`src/rtl/wb_arbiter_2m1s.sv`:
```
`default_nettype none
// ============================================================================
//  Module   : wb_arbiter_2m1s
//  Brief    : Wishbone interconnect, two masters (I-cache, D-cache) sharing
//             one slave. Round-robin arbitration with bus lock held for as
//             long as the owning master keeps cyc asserted.
//  Revision : 1.0 - initial release
// ============================================================================
module wb_arbiter_2m1s #(
   parameter int DW  = 32,
   parameter int AW  = 32,
   parameter int BLW = 10
) (
   input  logic              clk_i,
   input  logic              rst_n,

   // Master 0 (instruction cache)
   input  logic [DW-1:0]     m0_wbd_dat_i,
   input  logic [AW-1:0]     m0_wbd_adr_i,
   input  logic [DW/8-1:0]   m0_wbd_sel_i,
   input  logic              m0_wbd_we_i,
   input  logic              m0_wbd_cyc_i,
   input  logic              m0_wbd_stb_i,
   output logic [DW-1:0]     m0_wbd_dat_o,
   output logic              m0_wbd_ack_o,
   output logic              m0_wbd_lack_o,
   output logic              m0_wbd_err_o,

   // Master 1 (data cache, burst capable)
   input  logic [DW-1:0]     m1_wbd_dat_i,
   input  logic [AW-1:0]     m1_wbd_adr_i,
   input  logic [DW/8-1:0]   m1_wbd_sel_i,
   input  logic              m1_wbd_we_i,
   input  logic              m1_wbd_cyc_i,
   input  logic              m1_wbd_stb_i,
   input  logic [BLW-1:0]    m1_wbd_bl_i,
   input  logic              m1_wbd_bry_i,
   output logic [DW-1:0]     m1_wbd_dat_o,
   output logic              m1_wbd_ack_o,
   output logic              m1_wbd_lack_o,
   output logic              m1_wbd_err_o,

   // Shared slave
   input  logic [DW-1:0]     s_wbd_dat_i,
   input  logic              s_wbd_ack_i,
   input  logic              s_wbd_lack_i,
   output logic [DW-1:0]     s_wbd_dat_o,
   output logic [AW-1:0]     s_wbd_adr_o,
   output logic [DW/8-1:0]   s_wbd_sel_o,
   output logic [BLW-1:0]    s_wbd_bl_o,
   output logic              s_wbd_bry_o,
   output logic              s_wbd_we_o,
   output logic              s_wbd_cyc_o,
   output logic              s_wbd_stb_o
);

   typedef enum logic [1:0] {
      ST_IDLE = 2'd0,
      ST_OWN0 = 2'd1,
      ST_OWN1 = 2'd2
   } state_t;

   state_t state_q, state_d;
   // 1 = master1 was served last, so master0 wins the next tie.
   logic   last_q, last_d;

   // Owner and last-served registers; reset parks the bus in IDLE.
   always_ff @(posedge clk_i or negedge rst_n) begin
      if (!rst_n) begin
         state_q <= ST_IDLE;
         last_q  <= 1'b1;
      end else begin
         state_q <= state_d;
         last_q  <= last_d;
      end
   end

   // Arbitration: grant from IDLE, hold while owner keeps cyc, hand over on release.
   always_comb begin
      state_d = state_q;
      last_d  = last_q;
      case (state_q)
         ST_IDLE: begin
            if (m0_wbd_cyc_i && m1_wbd_cyc_i) begin
               state_d = last_q ? ST_OWN0 : ST_OWN1;
            end else if (m0_wbd_cyc_i) begin
               state_d = ST_OWN0;
            end else if (m1_wbd_cyc_i) begin
               state_d = ST_OWN1;
            end
         end
         ST_OWN0: begin
            if (!m0_wbd_cyc_i) begin
               last_d  = 1'b0;
               state_d = m1_wbd_cyc_i ? ST_OWN1 : ST_IDLE;
            end
         end
         ST_OWN1: begin
            if (!m1_wbd_cyc_i) begin
               last_d  = 1'b1;
               state_d = m0_wbd_cyc_i ? ST_OWN0 : ST_IDLE;
            end
         end
         default: begin
            state_d = ST_IDLE;
         end
      endcase
   end

   // Request path: forward only the owner's signals; master0 has no burst, so it looks like single-beat bursts.
   always_comb begin
      s_wbd_dat_o = '0;
      s_wbd_adr_o = '0;
      s_wbd_sel_o = '0;
      s_wbd_bl_o  = '0;
      s_wbd_bry_o = 1'b0;
      s_wbd_we_o  = 1'b0;
      s_wbd_cyc_o = 1'b0;
      s_wbd_stb_o = 1'b0;
      case (state_q)
         ST_OWN0: begin
            s_wbd_dat_o = m0_wbd_dat_i;
            s_wbd_adr_o = m0_wbd_adr_i;
            s_wbd_sel_o = m0_wbd_sel_i;
            s_wbd_bl_o  = {{(BLW-1){1'b0}}, 1'b1};
            s_wbd_bry_o = 1'b1;
            s_wbd_we_o  = m0_wbd_we_i;
            s_wbd_cyc_o = m0_wbd_cyc_i;
            s_wbd_stb_o = m0_wbd_stb_i;
         end
         ST_OWN1: begin
            s_wbd_dat_o = m1_wbd_dat_i;
            s_wbd_adr_o = m1_wbd_adr_i;
            s_wbd_sel_o = m1_wbd_sel_i;
            s_wbd_bl_o  = m1_wbd_bl_i;
            s_wbd_bry_o = m1_wbd_bry_i;
            s_wbd_we_o  = m1_wbd_we_i;
            s_wbd_cyc_o = m1_wbd_cyc_i;
            s_wbd_stb_o = m1_wbd_stb_i;
         end
         default: ;
      endcase
   end

   // Response path: slave data/acks reach the owner only, with no added latency.
   always_comb begin
      m0_wbd_dat_o  = '0;
      m0_wbd_ack_o  = 1'b0;
      m0_wbd_lack_o = 1'b0;
      m1_wbd_dat_o  = '0;
      m1_wbd_ack_o  = 1'b0;
      m1_wbd_lack_o = 1'b0;
      if (state_q == ST_OWN0) begin
         m0_wbd_dat_o  = s_wbd_dat_i;
         m0_wbd_ack_o  = s_wbd_ack_i;
         m0_wbd_lack_o = s_wbd_lack_i;
      end
      if (state_q == ST_OWN1) begin
         m1_wbd_dat_o  = s_wbd_dat_i;
         m1_wbd_ack_o  = s_wbd_ack_i;
         m1_wbd_lack_o = s_wbd_lack_i;
      end
   end

   // No address decode behind this interconnect, so nothing can raise an error.
   assign m0_wbd_err_o = 1'b0;
   assign m1_wbd_err_o = 1'b0;

endmodule
`default_nettype wire

```
`config.mk`:
```
export PLATFORM = sky130hd
export DESIGN_NAME = wb_arbiter_2m1s
export DESIGN_NICKNAME = d
export VERILOG_FILES = /design/src/rtl/wb_arbiter_2m1s.sv
export SDC_FILE = /design/constraint.sdc
export NUM_CORES = 1
export LEC_CHECK = 0
export ABC_CLOCK_PERIOD_IN_PS = 4700
export CAP_MARGIN = 20
export CORE_AREA = 2 2 133 135
export DETAILED_ROUTE_END_ITERATION = 8
export DIE_AREA = 0 0 135 137
export REMOVE_ABC_BUFFERS = 1
export SETUP_SLACK_MARGIN = 0.5
export SLEW_MARGIN = 10
export SYNTH_ARGS = -nofsm -noshare
export SYNTH_HDL_FRONTEND = slang
export SYNTH_SLANG_ARGS = --single-unit
```
`constraint.sdc`:
```
create_clock -name clk_i -period 4.7 [get_ports clk_i]
set_clock_uncertainty 0.15 [all_clocks]
set_input_delay 0.94 -clock clk_i [delete_from_list [all_inputs] [get_ports clk_i]]
set_output_delay 0.94 -clock clk_i [all_outputs]
set_load 0.05 [all_outputs]
```
==> results of run 1 <==
[worst min-delay path, stage by stage, from the launching register on]
cell and delay, ns:
dfstp_2 0.37, a21oi_1 0.11, a21oi_1 0.05
[worst max path at each step]
stage / slack [ns] / cells past startpoint / from / endpoint
floorplan: 0.34 / 4 / state_q[1]$_DFFE_PN0P_ / s_wbd_cyc_o
global placement: 0.95 / 4 / m0_wbd_cyc_i / s_wbd_cyc_o
detailed placement: 0.93 / 4 / m0_wbd_cyc_i / s_wbd_cyc_o
CTS: 0.79 / 5 / state_q[1]$_DFFE_PN0P_ / s_wbd_adr_o[9]
global route: 0.64 / 5 / state_q[1]$_DFFE_PN0P_ / s_wbd_dat_o[24]
finish: 0.84 / 5 / state_q[0]$_DFFE_PN0P_ / s_wbd_we_o
[through the flow]
stage               instance area (sq um)  utilization
global route                         5599       0.3283
global placement                     5520       0.3237
CTS                                  5599       0.3283
finish                               5599       0.3283
floorplan                            1755            -
detailed placement                   5520       0.3237
[cell usage after synthesis, types with 2 or more instances]
master / number
inv_1: 4
a22oi_1: 70
nor2b_1: 73
buf_2: 7
clkbuf_1: 23
buf_4: 2
buf_1: 2
and2_1: 77
a21oi_1: 5
ha_1: 5
dfrtp_1: 2
nand2b_1: 2
[power breakdown]
group | switching, mW | internal (mW)
Clock | 0.0239 | 0.112
Combinational | 2.11 | 1.22
Sequential | 0.0140 | 0.0416
[flip-flops by register name (all words and copies together), names as in the netlist]
register / count
last_q: 1
state_q: 2
[logic make-up after synthesis]
family	after synthesis
DFF	3
AOI/OAI and AO/OA	79
muxes	2
and+or+nand+nor	156
buffers and inverters	39
other	1
adders and majority gates	5
[metal layers]
metal / up-vias / wire, um / track usage
met3: 6 / 841 / 0.02444
met4: 0 / 55 / 0.01215
met5: - / 0 / 0
met2: 122 / 6668 / 0.2298
met1: 1432 / 5145 / 0.1477
li1: 1599 / - / -
[area by class of cell]
cell class,count,area share
inverter,4,0.002682
tap,225,0.05028
clock buffer,4,0.01408
timing repair buffer,344,0.6190
sequential,3,0.01363
multi-input combinational,244,0.3003
==> impl_metrics.json, run 1 <==
{
  "outcome": "finished, final reports clean",
  "slowest_delay_ns": 0.83,
  "place_inst": 820,
  "whs_endpoint": "last_q$_DFFE_PN1P_",
  "grt_pass1_vias": 3111,
  "ys_seq_elements": 3,
  "holdWs_ns": 0.3966,
  "cellPowerDensity_nw_per_um2": 628.5,
  "viasPerCell": 3.834,
  "fin_crit_ns": 3.864,
  "cts_hold_buf": 0,
  "drive_above_1_share": 0.02838,
  "tightest_slew_ns": 0.6312,
  "r2r_start": "state_q[1]$_DFFE_PN0P_",
  "syn_area_per_cell_sq_um": 6.691,
  "required_ns": 3.61,
  "clk-insertion-delay-late_ns": 0.22,
  "start_util": 0.1118,
  "synth_top_family_by_area": "simple AND/OR/NAND/NOR gates",
  "holdPathStages": 2,
  "antenna_found_initial": 0,
  "grt_max_degree": 54,
  "maxSlewHeadroom": 0.5792,
  "crit_family": "buffers and inverters",
  "first_iter_violations": 103,
  "grt_use_total": 0.1221,
  "fillCellCount": 1835,
  "synth_area_sq_um": 1907,
  "worst_r2r_endpoint": "state_q[1]$_DFFE_PN0P_",
  "finalSetupTns_ns": 0,
  "synth.area.mux_share": 0.01115,
  "synth_top_area_share": 0.2756,
  "wl_per_cell_um": 15.42,
  "post-cts-setup-buffers": 0,
  "hold_viol_final": 0,
  "synth_top_cell_by_area": "a22oi_1",
  "max_freq_mhz": 258.8,
  "overflow": 0,
  "synth_compound_area_frac": 0.3110,
  "end_kind": "output port",
  "final_nets": 794,
  "maxCapViolCount": 0,
  "yosysSeqAreaShare": 0.04003,
  "synth-async-reset-ratio": 1.000,
  "worst_r2r_path_depth": 5,
  "vias": 3159,
  "grt_pass1_wl_um": 17950,
  "cts_tree": "built",
  "crit_arrival_ns": 2.77,
  "startpoint_type": "flip-flop",
  "cts.htree.levels": 1,
  "post-dp-hpwl_um": 10220,
  "rows": 48,
  "final_cells": 824,
  "yosysWarnings": 0,
  "n_antenna_cell": 0,
  "synthFlopType": "dfrtp_1",
  "first_pass_iters": 4,
  "die_x_um": 135,
  "regToRegSetupSlack_ns": 2.78,
  "peakVddDrop_uv": 310.4,
  "die_h_um": 137,
  "cp_max_fo": 40,
  "path_cells": "inv_1 > ha_2 > buf_12 > nor2b_1 > clkdlybuf4s50_1",
  "rsz0062_at_grt": "no",
  "io_buffers": 338,
  "layout_common_cells": "338 x clkdlybuf4s50_1, 77 x and2_1, 73 x nor2b_1",
  "crit_path_top_delay_cell": "clkdlybuf4s50_1",
  "crit_buf_inv": 3,
  "core_area_sq_um": 17060,
  "die-area_sq_um": 18500,
  "io_pins": 341,
  "multiInputGateArea_sq_um": 1682,
  "synthAdderAreaFrac": 0.03281,
  "drt-total-wl_um": 12710,
  "synthTopCellsByArea": "a22oi_1 28%, and2_1 25%, nor2b_1 24%",
  "synthXorXnorAreaFrac": 0,
  "cts_resized": 0,
  "synth-edff-count": 0,
  "pre_cts_slack_ns": 0.9319,
  "yosys.area_share.simple": 0.5138,
  "layout_commonest_cell": "clkdlybuf4s50_1",
  "min_from": "last_q$_DFFE_PN1P_",
  "clkSlewWorstSetupHoldPaths_ns": 0.03,
  "total_power_mw": 3.519,
  "syn_to_final_growth_pct": 193.6,
  "setup_ws_ns": 0.8363,
  "cts_buffers": 3,
  "finalSetupViolCount": 0,
  "cts-root-buf": "clkbuf_16",
  "drc": 0,
  "cts_num_sinks": 3,
  "syn_inst": 285,
  "slew_viol_final": 0,
  "fin_crit_sh": 0.8221,
  "power.leakage_nw": 1.922,
  "seq_area_sq_um": 76.32,
  "ant_nets": 0,
  "hp-class": "reg2reg",
  "synth_cell_types": 25,
  "clockBufferDepth": 2,
  "critical_path_class": "reg2out",
  "gp_congestion": 0.7901
}
Note: power is estimated with default switching activity, not from simulation.
==> inputs of run 2 (changes only) <==
--- a/config.mk
+++ b/config.mk
@@ -5,11 +5,11 @@
 export SDC_FILE = /design/constraint.sdc
 export NUM_CORES = 1
 export LEC_CHECK = 0
-export ABC_CLOCK_PERIOD_IN_PS = 4700
+export ABC_CLOCK_PERIOD_IN_PS = 3230
 export CAP_MARGIN = 20
-export CORE_AREA = 2 2 133 135
+export CORE_AREA = 2 2 134 136
 export DETAILED_ROUTE_END_ITERATION = 8
-export DIE_AREA = 0 0 135 137
+export DIE_AREA = 0 0 136 138
 export REMOVE_ABC_BUFFERS = 1
 export SETUP_SLACK_MARGIN = 0.5
 export SLEW_MARGIN = 10
==> constraint.sdc (replaced) <==
create_clock -name clk_i -period 3.23 [get_ports clk_i]
set_clock_uncertainty 0.15 [all_clocks]
set_input_delay 0.646 -clock clk_i [delete_from_list [all_inputs] [get_ports clk_i]]
set_output_delay 0.646 -clock clk_i [all_outputs]
set_load 0.05 [all_outputs]
==> run 2 against run 1 <==
Compared with the run above: wire length increased by 6.9%; cell count increased by 1.2%; combinational power increased by 92%; design area increased by 29%; register-to-register slack got worse by 1.4 ns; sequential share of layout area decreased by 0.31 points; critical endpoint is now s_wbd_adr_o[25]; via count increased by 3.7%; die area increased by 1.5%; critical path depth increased by 1; first-iteration DRC count increased by 16%; non-clock buffer count increased by 6; largest power group unchanged.
==> impl_metrics.json, run 2 (synthesized netlist as in run 1, its figures left out) <==
{
  "crit_arrival_ns": 1.88,
  "top_regs": "state_q x2, last_q x1",
  "die-area_sq_um": 18770,
  "start_util": 0.1087,
  "drc": 0,
  "grt_pass1_vias": 3270,
  "p_sw_mw": 3.464,
  "cts_num_sinks": 3,
  "cellPowerDensity_nw_per_um2": 923.1,
  "drt-total-wl_um": 13580,
  "rows": 49,
  "wl_per_cell_um": 16.29,
  "gp_congestion": 0.7732,
  "ant_nets": 0,
  "required_ns": 2.43,
  "slew_viol_final": 0,
  "first_pass_iters": 4,
  "clkPwrFrac": 0.030,
  "die_h_um": 138,
  "rsz0062_at_grt": "yes",
  "viasPerCell": 3.929,
  "antenna_found_initial": 0,
  "p_int_mw": 3.212,
  "path_cells": "inv_1 > ha_2 > buf_12 > a22oi_1 > nor2b_1 > buf_12",
  "post-dp-hpwl_um": 11140,
  "layout_common_cells": "188 x clkdlybuf4s50_1, 156 x buf_12, 77 x and2_1",
  "maxCapViolCount": 0,
  "hp-class": "reg2reg",
  "cts_buffers": 3,
  "end_kind": "output port",
  "grt_pass1_wl_um": 20150,
  "fin_crit_sh": 0.8299,
  "max_freq_mhz": 373.1,
  "peakVddDrop_uv": 457.0,
  "hold_viol_final": 0,
  "finalSetupViolCount": 0,
  "layout_commonest_cell": "clkdlybuf4s50_1",
  "clk-insertion-delay-late_ns": 0.23,
  "startpoint_type": "flip-flop",
  "swShare": 0.5189,
  "clkSlewWorstSetupHoldPaths_ns": 0.03,
  "cts_hold_buf": 0,
  "slowest_delay_ns": 0.41,
  "setup_ws_ns": 0.5495,
  "largest-register": "state_q",
  "first_iter_violations": 119,
  "cp_max_fo": 46,
  "cts_tree": "built",
  "power.leakage_nw": 2.709,
  "cts-root-buf": "clkbuf_16",
  "n_antenna_cell": 0,
  "grt_use_total": 0.1363,
  "holdWs_ns": 0.3861,
  "grt_max_degree": 53,
  "critical_path_class": "reg2out",
  "syn_to_final_growth_pct": 279.3,
  "clockBufferDepth": 2,
  "pre_cts_slack_ns": 0.5820,
  "drive_above_1_share": 0.3074,
  "fin_crit_ns": 2.680,
  "die_x_um": 136,
  "largest_reg_flops": 2,
  "outcome": "finished, final reports clean",
  "core_area_sq_um": 17530,
  "vias": 3277,
  "io_pins": 341,
  "critPathMostFrequentCell": "buf_12",
  "crit_path_top_delay_cell": "dfrtp_1",
  "overflow": 0,
  "comb_power_share": 0.958,
  "final_nets": 800,
  "cts.htree.levels": 1,
  "power_frac_seq": 0.012,
  "io_buffers": 338
}
==> run 2: layer usage <==
| layer | wire length (um) | up-vias | track usage | part of all wire |
|---|---|---|---|---|
| met5 | 0 | - | 0 | 0 |
| met4 | 178 | 0 | 0.02138 | 0.013 |
| met3 | 808 | 12 | 0.02090 | 0.059 |
| met2 | 7347 | 121 | 0.2560 | 0.54 |
| met1 | 5248 | 1529 | 0.1637 | 0.39 |
| li1 | - | 1615 | - | - |
==> run 2: worst max-delay path, delay by kind of cell (launching register included) <==
family	cells	cell delay (ns)
flip-flops	1	0.41
buffers and inverters	3	0.55
adder cells (fa/ha/maj)	1	0.25
AO/OA/AOI/OAI	1	0.17
AND/OR/NAND/NOR	1	0.24
==> run 2: what timing repair did <==
action / in CTS / in global routing
setup endpoints to repair: 68 / 64
setup buffers: 4 / 0
endpoints found under the hold margin: 0 / 0
resized for setup: 5 / 14
==> run 2: worst paths after layout <==
kind / end / startpoint / cells after the start / slack [ns]
min in group asynchronous: state_q[0]$_DFFE_PN0P_ / rst_n / 1 / 0.46
min reg2reg: last_q$_DFFE_PN1P_ / last_q$_DFFE_PN1P_ / 2 / 0.39
max: s_wbd_adr_o[25] / state_q[0]$_DFFE_PN0P_ / 6 / 0.55
min: last_q$_DFFE_PN1P_ / last_q$_DFFE_PN1P_ / 2 / 0.39
max reg2reg: state_q[1]$_DFFE_PN0P_ / state_q[0]$_DFFE_PN0P_ / 5 / 1.34
max in group asynchronous: last_q$_DFFE_PN1P_ / rst_n / 1 / 2.25
==> run 2: layout make-up <==
class,count,area [sq um]
Timing Repair Buffer,350,5061
Clock buffer,4,78.83
Fill cell,1704,10300
Multi-Input combinational cell,244,1714
Inverter,4,15.01
Sequential cell,3,76.32
Tap cell,229,286.5
==> run 2: per-stage QoR <==
step | total power [mW] | util | TNS, ns | instance area, sq um | std cells
after floorplan | 3.178 | - | -63.98 | 1755 | 251
after global placement | 6.360 | 0.4016 | 0 | 7042 | 826
after detailed placement | 6.381 | 0.4016 | 0 | 7042 | 826
after CTS | 6.683 | 0.4102 | 0 | 7193 | 834
after global routing | 6.944 | 0.4124 | 0 | 7232 | 834
final | 6.676 | 0.4124 | 0 | 7232 | 834
==> run 2: power groups by stage <==
stage / Clock, mW / Sequential, mW / Combinational (mW)
floorplan: 0 / 0.0735 / 3.10
global placement: 0 / 0.0790 / 6.28
detailed placement: 0 / 0.0810 / 6.30
CTS: 0.204 / 0.0805 / 6.40
global route: 0.205 / 0.0834 / 6.66
finish: 0.200 / 0.0803 / 6.40
==> inputs of run 3 (changes only) <==
--- a/config.mk
+++ b/config.mk
@@ -5,11 +5,11 @@
 export SDC_FILE = /design/constraint.sdc
 export NUM_CORES = 1
 export LEC_CHECK = 0
-export ABC_CLOCK_PERIOD_IN_PS = 3230
+export ABC_CLOCK_PERIOD_IN_PS = 2500
 export CAP_MARGIN = 20
-export CORE_AREA = 2 2 134 136
+export CORE_AREA = 2 2 132 134
 export DETAILED_ROUTE_END_ITERATION = 8
-export DIE_AREA = 0 0 136 138
+export DIE_AREA = 0 0 134 136
 export REMOVE_ABC_BUFFERS = 1
 export SETUP_SLACK_MARGIN = 0.5
 export SLEW_MARGIN = 10
==> constraint.sdc (replaced) <==
create_clock -name clk_i -period 2.5 [get_ports clk_i]
set_clock_uncertainty 0.15 [all_clocks]
set_input_delay 0.5 -clock clk_i [delete_from_list [all_inputs] [get_ports clk_i]]
set_output_delay 0.5 -clock clk_i [all_outputs]
set_load 0.05 [all_outputs]
==> run 3 against run 2 <==
Compared with the run above: first-iteration DRC count down 21%; critical path type unchanged; sequential power up 37%; wire length up 21%; combinational power up 67%; core utilization up 10 points; sequential cell count unchanged; die area down 2.9%; worst setup slack worse by 0.43 ns; non-clock buffer count up 29; design area up 20%; critical path depth up 1; clock power up 28%.
==> impl_metrics.json, run 3 (synthesized netlist as in run 1, its figures left out) <==
{
  "gp_congestion": 0.7429,
  "power.leakage_nw": 3.297,
  "grt_max_degree": 49,
  "wl_per_cell_um": 19.14,
  "layout_commonest_cell": "clkdlybuf4s50_1",
  "cts_hold_buf": 0,
  "vias": 3461,
  "io_buffers": 338,
  "drt-total-wl_um": 16440,
  "fin_crit_sh": 0.9540,
  "crit_arrival_ns": 1.73,
  "start_util": 0.1130,
  "gr-usage-met3": 0.02237,
  "fillCellCount": 1461,
  "drc": 0,
  "clk-insertion-delay-late_ns": 0.22,
  "top_regs": "state_q x2, last_q x1",
  "largest-register": "state_q",
  "grt_pass1_vias": 3627,
  "cts-root-buf": "clkbuf_16",
  "cts.htree.levels": 1,
  "cellPowerDensity_nw_per_um2": 1271,
  "layout_common_cells": "188 x clkdlybuf4s50_1, 161 x buf_12, 66 x a22oi_2",
  "die_x_um": 134,
  "grt_use_total": 0.1618,
  "n_antenna_cell": 0,
  "grtUsageMet2": 0.3085,
  "critical_path_class": "reg2out",
  "first_iter_violations": 94,
  "clkSlewWorstSetupHoldPaths_ns": 0.03,
  "p_sw_mw": 5.294,
  "busiest_layer": "met2",
  "comb_power_share": 0.967,
  "hold_viol_final": 0,
  "max_freq_mhz": 419.3,
  "first_pass_iters": 4,
  "rows": 48,
  "place_inst": 821,
  "stdcell_area_sq_um": 8713,
  "largest_reg_flops": 2,
  "viasPerCell": 4.029,
  "swShare": 0.4779,
  "cts_buffers": 3,
  "final_nets": 829,
  "die-area_sq_um": 18220,
  "grt_pass1_wl_um": 22810,
  "antenna_found_initial": 0,
  "hp-class": "in2async",
  "startpoint_type": "flip-flop",
  "core_area_sq_um": 16880,
  "post-dp-hpwl_um": 10770,
  "cp_max_fo": 16,
  "total_power_mw": 11.08,
  "io_pins": 341,
  "finalSetupViolCount": 0,
  "overflow": 0,
  "die_h_um": 136,
  "maxCapViolCount": 0,
  "dpl_cell_area_sq_um": 7079,
  "rsz0062_at_grt": "yes",
  "peakVddDrop_uv": 730.0,
  "syn_to_final_growth_pct": 357.0,
  "ant_nets": 0,
  "use_met1": 0.1988,
  "p_int_mw": 5.784,
  "cts_num_sinks": 3,
  "required_ns": 1.85,
  "slew_viol_final": 0,
  "cts_tree": "built",
  "final_cells": 859,
  "pre_cts_slack_ns": 0.2084,
  "clockBufferDepth": 2,
  "outcome": "finished, final reports clean",
  "fin_crit_ns": 2.385,
  "drive_above_1_share": 0.5994,
  "power_frac_seq": 0.010,
  "end_kind": "output port",
  "setup_ws_ns": 0.1151,
  "clkPwrFrac": 0.023
}
[run 3: worst paths after layout]
kind | from | to | slack [ns] | cells after the start
hold / removal | rst_n | state_q[0]$_DFFE_PN0P_ | 0.31 | 1
min in group clk_i | last_q$_DFFE_PN1P_ | last_q$_DFFE_PN1P_ | 0.39 | 2
hold reg to reg | last_q$_DFFE_PN1P_ | last_q$_DFFE_PN1P_ | 0.39 | 2
setup / recovery | state_q[0]$_DFFE_PN0P_ | s_wbd_dat_o[10] | 0.12 | 7
setup reg to reg | state_q[0]$_DFFE_PN0P_ | state_q[1]$_DFFE_PN0P_ | 0.35 | 9
max in group asynchronous | rst_n | last_q$_DFFE_PN1P_ | 1.67 | 1
[run 3: area by class of cell]
| class | count | area (sq um) | area share |
|---|---|---|---|
| Multi-Input combinational cell | 244 | 2580 | 0.2961 |
| Inverter | 4 | 17.52 | 0.002010 |
| Sequential cell | 3 | 77.57 | 0.008903 |
| Tap cell | 225 | 281.5 | 0.03231 |
| Timing Repair Buffer | 379 | 5678 | 0.6516 |
| Clock buffer | 4 | 78.83 | 0.009047 |
[run 3: through the flow]
step,utilization,TNS [ns],hold slack (ns)
global route,0.5163,0,0.3166
CTS,0.4960,0,0.3143
global placement,0.4195,0,0.3711
floorplan,-,-127.82,0.05441
finish,0.5163,0,0.3121
detailed placement,0.4195,0,0.3800
[run 3: repair_timing]
action,4_1_cts,5_1_grt
gates resized for setup,207,42
gates cloned,11,6
endpoints found under the setup margin,150,152
buffers inserted,16,1
pin swaps,12,20
[run 3: power groups by stage]
stage	Sequential (mW)	Combinational [mW]	Clock (mW)
after floorplan	0.0949	4.01	0
after global placement	0.103	8.24	0
after detailed placement	0.106	8.26	0
after CTS	0.105	10.3	0.260
after global routing	0.115	11.1	0.260
final	0.110	10.7	0.255
[run 3: per-layer routing]
| layer | share of wire | routed length [um] |
|---|---|---|
| met2 | 0.56 | 9221 |
| met1 | 0.39 | 6490 |
| met5 | 0 | 0 |
| met4 | 0.0021 | 34 |
| met3 | 0.042 | 692 |
[run 3: worst max-delay path: stages, from the launching register on]
cell	delay (ns)
dfrtp_1	0.38
buf_4	0.15
ha_4	0.18
buf_4	0.15
buf_16	0.15
a22oi_2	0.23
nor2b_2	0.09
buf_12	0.15
